<file path="config.mk">
export PLATFORM = sky130hd
export DESIGN_NAME = sobel_window_shifter_flat
export DESIGN_NICKNAME = d
export VERILOG_FILES = /design/src/rtl/sobel_window_shifter_if.sv /design/src/rtl/sobel_window_shifter.sv /design/src/flat_wrapper.sv
export SDC_FILE = /design/constraint.sdc
export NUM_CORES = 2
export LEC_CHECK = 0
export CAP_MARGIN = 20
export CORE_UTILIZATION = 58
export CTS_BUF_LIST = sky130_fd_sc_hd__clkbuf_2 sky130_fd_sc_hd__clkbuf_4 sky130_fd_sc_hd__clkbuf_8
export CTS_CLUSTER_SIZE = 12
export DETAILED_ROUTE_END_ITERATION = 10
export HOLD_SLACK_MARGIN = 0.15
export PLACE_DENSITY = 0.9
export SYNTH_ARGS = -nofsm -noshare
export SYNTH_HDL_FRONTEND = slang
export SYNTH_SLANG_ARGS = --single-unit
</file>
<file path="constraint.sdc">
create_clock -name clk -period 20.9 [get_ports clk]
set_clock_uncertainty 0.05 [all_clocks]
set_input_delay 4.18 -clock clk [delete_from_list [all_inputs] [get_ports clk]]
set_output_delay 4.18 -clock clk [all_outputs]
set_load 0.02 [all_outputs]
</file>
<file path="src/rtl/sobel_window_shifter_if.sv">
// Handshake bundle for the Sobel window shifter: word-set input stream and
// sliding-window output stream.
interface sobel_window_shifter_if #(
  parameter int ROWS  = 4,
  parameter int PIXW  = 16,
  parameter int WORDW = 64,
  parameter int WIN   = 2,
  parameter int COLW  = 24
);
  logic                     in_valid;
  logic                     in_ready;
  logic                     in_last;
  logic [ROWS*WORDW-1:0]    in_data;
  logic                     out_valid;
  logic                     out_ready;
  logic [ROWS*WIN*PIXW-1:0] out_window;
  logic                     out_last;
  logic [COLW-1:0]          out_col;

  modport master (
    output in_valid, in_last, in_data, out_ready,
    input  in_ready, out_valid, out_window, out_last, out_col
  );

  modport slave (
    input  in_valid, in_last, in_data, out_ready,
    output in_ready, out_valid, out_window, out_last, out_col
  );
endinterface

</file>
<file path="src/rtl/sobel_window_shifter.sv">
// Realigns per-row packed words into per-row pixel streams and presents a
// sliding WIN-pixel window across all rows, one pixel per output handshake.
module sobel_window_shifter #(
  parameter int ROWS  = 4,
  parameter int PIXW  = 16,
  parameter int WORDW = 64,
  parameter int WIN   = 2,
  parameter int COLW  = 24
) (
  input logic                  clk,
  input logic                  reset,
  sobel_window_shifter_if.slave bus
);
  localparam int PPW  = WORDW / PIXW;
  localparam int BUFW = 2 * WORDW;
  localparam int FW   = $clog2(2 * PPW + 1);

  localparam logic [FW-1:0]   PPW_F   = FW'(PPW);
  localparam logic [FW-1:0]   WIN_F   = FW'(WIN);
  localparam logic [BUFW-1:0] HI_MASK = {{WORDW{1'b1}}, {WORDW{1'b0}}};

  logic [BUFW-1:0] buf_q [ROWS];
  logic [BUFW-1:0] buf_d [ROWS];
  logic [FW-1:0]   fill_q, fill_d, fill_c;
  logic            last_q, last_d;
  logic [COLW-1:0] col_q, col_d;
  logic            in_ready_c, out_valid_c, out_last_c;
  logic            accept, consume;
  logic [31:0]     sh;

  assign in_ready_c  = (fill_q <= PPW_F) && !last_q;
  assign out_valid_c = (fill_q >= WIN_F);
  assign out_last_c  = last_q && (fill_q == WIN_F);
  assign accept      = bus.in_valid && in_ready_c;
  assign consume     = out_valid_c && bus.out_ready;

  assign bus.in_ready  = in_ready_c;
  assign bus.out_valid = out_valid_c;
  assign bus.out_last  = out_last_c;
  assign bus.out_col   = col_q;

  for (genvar r = 0; r < ROWS; r++) begin : g_win
    assign bus.out_window[r*WIN*PIXW +: WIN*PIXW] = buf_q[r][BUFW-1 -: WIN*PIXW];
  end

  // Consume is applied first so an accepted word lands right behind the
  // shifted data in the same cycle.
  always_comb begin
    buf_d  = buf_q;
    last_d = last_q;
    col_d  = col_q;
    fill_c = fill_q;
    sh     = '0;
    if (consume) begin
      for (int r = 0; r < ROWS; r++) begin
        buf_d[r] = buf_q[r] << PIXW;
      end
      if (out_last_c) begin
        fill_c = '0;
        last_d = 1'b0;
        col_d  = '0;
      end else begin
        fill_c = fill_q - FW'(1);
        col_d  = col_q + COLW'(1);
      end
    end
    fill_d = fill_c;
    if (accept) begin
      sh = 32'(fill_c) * 32'(PIXW);
      for (int r = 0; r < ROWS; r++) begin
        buf_d[r] = (buf_d[r] & ~(HI_MASK >> sh))
                 | ({bus.in_data[r*WORDW +: WORDW], {WORDW{1'b0}}} >> sh);
      end
      fill_d = fill_c + PPW_F;
      if (bus.in_last) begin
        last_d = 1'b1;
      end
    end
  end

  always_ff @(posedge clk or posedge reset) begin
    if (reset) begin
      for (int r = 0; r < ROWS; r++) begin
        buf_q[r] <= '0;
      end
      fill_q <= '0;
      last_q <= 1'b0;
      col_q  <= '0;
    end else begin
      for (int r = 0; r < ROWS; r++) begin
        buf_q[r] <= buf_d[r];
      end
      fill_q <= fill_d;
      last_q <= last_d;
      col_q  <= col_d;
    end
  end
endmodule
</file>
<file path="src/flat_wrapper.sv">
// flat-port wrapper written by rule: the top's interface ports become plain ports
module sobel_window_shifter_flat 
#(
  parameter int ROWS  = 4,
  parameter int PIXW  = 16,
  parameter int WORDW = 64,
  parameter int WIN   = 2,
  parameter int COLW  = 24
)
  (clk, reset, bus_in_valid, bus_in_last, bus_in_data, bus_out_ready, bus_in_ready, bus_out_valid, bus_out_window, bus_out_last, bus_out_col);
  sobel_window_shifter_if #(.ROWS(ROWS), .PIXW(PIXW), .WORDW(WORDW), .WIN(WIN), .COLW(COLW)) bus_i ();
  input logic clk;
  input logic reset;
  input wire logic [$bits(bus_i.in_valid)-1:0] bus_in_valid;
  input wire logic [$bits(bus_i.in_last)-1:0] bus_in_last;
  input wire logic [$bits(bus_i.in_data)-1:0] bus_in_data;
  input wire logic [$bits(bus_i.out_ready)-1:0] bus_out_ready;
  output wire logic [$bits(bus_i.in_ready)-1:0] bus_in_ready;
  output wire logic [$bits(bus_i.out_valid)-1:0] bus_out_valid;
  output wire logic [$bits(bus_i.out_window)-1:0] bus_out_window;
  output wire logic [$bits(bus_i.out_last)-1:0] bus_out_last;
  output wire logic [$bits(bus_i.out_col)-1:0] bus_out_col;
  assign bus_i.in_valid = bus_in_valid;
  assign bus_i.in_last = bus_in_last;
  assign bus_i.in_data = bus_in_data;
  assign bus_i.out_ready = bus_out_ready;
  assign bus_in_ready = bus_i.in_ready;
  assign bus_out_valid = bus_i.out_valid;
  assign bus_out_window = bus_i.out_window;
  assign bus_out_last = bus_i.out_last;
  assign bus_out_col = bus_i.out_col;
  sobel_window_shifter #(.ROWS(ROWS), .PIXW(PIXW), .WORDW(WORDW), .WIN(WIN), .COLW(COLW)) u_core (.clk(clk), .reset(reset), .bus(bus_i));
endmodule
</file>
==> results.toml <==
[outcome]
status = "complete, no violations"

[place]
dp.cells = 3978
gp_congestion = 0.858
placedInstanceArea_mm2 = 0.0357
place_ws_ps = 11680
portBuffers = 415
dp_hpwl_um = 59600

[cells_and_area]
syn2layout_area_growth_pct = 16.8
drive_gt1_share_pct = 10.8
fin_nets = 3591
fin_cells = 4147
final_area_mm2 = 0.0378

[setup_path]
critPathLaunchType = "primary input"
rrSetupSlack_ps = 15740
path_class = "in -> reg"
worstSetupStartpoint = "bus_out_ready"
critPathRequiredTime_ps = 21360
cp-end-kind = "flip-flop"
r2r_start = "u_core.fill_q[1]"
reg2regPathDepth = 11
cp-endpoint = "u_core.buf_q[223]"
worst_r2r_endpoint = "u_core.buf_q[20]"
crit_arrival_ps = 9300
path_max_fanout = 143

[clock_network]
clk_latency_ps = 710
cts_resized = 0
clock_path_buffers = 3
h-tree-depth = 3
clock-sinks = 541
cts_tree = "done"
ctsRootBufferMaster = "clkbuf_8"
postCtsSetupBuffers = 0
cts_buffers = 92
clk_pin_slew_ps = 60
postCtsHoldBufs = 0

[timing]
fmax_mhz = 113
finalSetupViolations = 0
period_share_pct = 42.3
layout_min_cycle_time_ps = 8840
slew_violations = 0
rsz0062_at_grt = "no"
slew_headroom_pct = 21.1
setup_tns_ps = 0
final_hold_viol_count = 0
fin_ws_ps = 12060
tightestPinTransition_ps = 1180

[global_route]
track_usage_pct = 36.2
grt_max_degree = 167
antenna_found_initial = 5
grt_pass1_wl_um = 161000
grt_overflow = 0
grt_pass1_vias = 28600

[drt]
ant_nets = 0
drc_errors = 0
viasPerCell = 6.91
drt_iter0_markers = 3488
vias = 28700
drt_wl_total_um = 105000
first_pass_iters = 9
post_drt_wl_per_cell_um = 25.4

[synth]
synth-simple-area-share_pct = 5.91
async_flop_share_pct = 100
syn_area_mm2 = 0.0324
ys_top_cells_by_area = "dfrtp_1, mux2i_1, mux2_2, a21oi_1, a221oi_1"
yosysTopAreaCellShare_pct = 41.8
yosysWarnings = 0
syn_nets = 3467
synth_common_cells = "mux2i_1, dfrtp_1, a21oi_1"
synth_edf_count = 0
ys.flop_type = "dfrtp_1"
synth_top_family_by_area = "multiplexers"
synthXorXnorAreaFrac_pct = 0.483
syn_area_per_cell_um2 = 10.1
synth_cell_types = 58
synth_top_area_cell = "dfrtp_1"
synth-compound-area-share_pct = 21.9
syn_inst = 3201
synthAdderAreaFrac_pct = 0.193
synth_seq_cells = 541
synth_seq_area_share_pct = 41.8
synthMuxAreaShare_pct = 22.2
yosysMostFrequentCell = "mux2i_1"

[floorplanning]
core_area_mm2 = 0.0551
die_area_mm2 = 0.0568
die_width_um = 238
start_util_pct = 58.8
placementRows = 86
ioPinCount = 416
die-height_um = 238

[flow_run]
cap_violations = 0

[power_and_ir_drop]
power.density_mw_per_mm2 = 173
power_leakage_nw = 15.6
ir_worst_vdd_uv = 188

[worst_hold_path]
hold_path_class = "reg -> reg"
## per-layer routing
metal  up-vias  global-route usage (%)  share of wire [%]
li1      12200                       -                  -
met1     13900                    47.3                 39
met2      2160                    56.0                 46
met3       424                    8.79                 11
met4         4                    18.6                4.4
met5         -                       0              0.026
## worst min-delay path by stage
stage | start | endpoint | slack, ps | depth (start not counted)
2_1_floorplan | u_core.buf_q[398] | u_core.buf_q[398] | 420 | 1
3_3_place_gp | u_core.buf_q[389] | u_core.buf_q[389] | 430 | 1
3_5_place_dp | u_core.buf_q[394] | u_core.buf_q[394] | 430 | 1
4_1_cts | u_core.buf_q[398] | u_core.buf_q[398] | 450 | 1
5_1_grt | u_core.buf_q[386] | u_core.buf_q[386] | 470 | 1
6_report | u_core.buf_q[398] | u_core.buf_q[398] | 460 | 1
## where the power goes
group / internal [mW] / total, mW / switching (mW)
registers: 1.50 / 1.79 / 0.284
clock network: 0.634 / 1.10 / 0.461
logic: 1.47 / 3.65 / 2.17
## through the flow
stage / hold WS (ps) / utilization, % / total power [mW]
after global routing: 465 / 68.7 / 6.83
after floorplan: 416 / - / 4.47
after global placement: 434 / 64.8 / 5.19
after detailed placement: 434 / 64.8 / 5.30
after CTS: 452 / 68.6 / 6.42
final: 455 / 68.7 / 6.53
## sequential cells by signal, summed over array words and instances (netlist names)
signal                 count
u_core.bus.out_window    128
u_core.bus.out_col        24
u_core.buf_q             384
u_core.last_q              1
u_core.fill_q              4
## worst max-delay path, cell delays in order
cell and delay, ps:
clkdlybuf4s50_1 740, o31a_2 260, buf_12 550, buf_4 920
buf_4 770, buf_4 760, mux2_2 430, o22ai_1 160
a221oi_1 130
## final cells by class
type                       instances  area [um2]
clock buffer                     142        1800
multi-input combinational       2214       16600
antenna                            3        7.51
sequential                       541       13500
fill                            3976       17300
inverter                          12        58.8
tap                              748         936
timing repair buffer             464        4600
clock inverter                    23         305
## layout by cell type, fill, tap and decap left out, types with 6 or more instances in the layout
| cell | Yosys | routed |
|---|---|---|
| clkdlybuf4s50_1 | 0 | 415 |
| a22o_1 | 65 | 65 |
| o2bb2ai_1 | 97 | 97 |
| clkbuf_4 | 0 | 25 |
| a221oi_1 | 122 | 122 |
| xnor2_1 | 9 | 9 |
| o22ai_1 | 138 | 138 |
| nor2_1 | 84 | 81 |
| xor2_1 | 7 | 7 |
| nor2b_1 | 69 | 69 |
| inv_1 | 9 | 8 |
| or3_1 | 6 | 6 |
| clkbuf_8 | 0 | 117 |
| a21o_1 | 15 | 15 |
| bufinv_16 | 0 | 7 |
| o21ai_1 | 58 | 57 |
| mux2_2 | 122 | 122 |
| nand3_1 | 8 | 7 |
| buf_4 | 138 | 43 |
| a211oi_1 | 65 | 65 |
| o21ai_0 | 150 | 150 |
| dfrtp_1 | 541 | 541 |
| o32ai_1 | 65 | 64 |
| clkinv_2 | 1 | 13 |
| mux2i_1 | 582 | 582 |
| nand2_1 | 232 | 231 |
| a21oi_1 | 263 | 261 |
## cell families after synthesis
logic type	Yosys count
compound gates	1058
xor+xnor	17
fa+ha+maj	5
buf+inv	446
flops	541
mux	704
simple gates	430
Power figures use the tool's default switching activity.
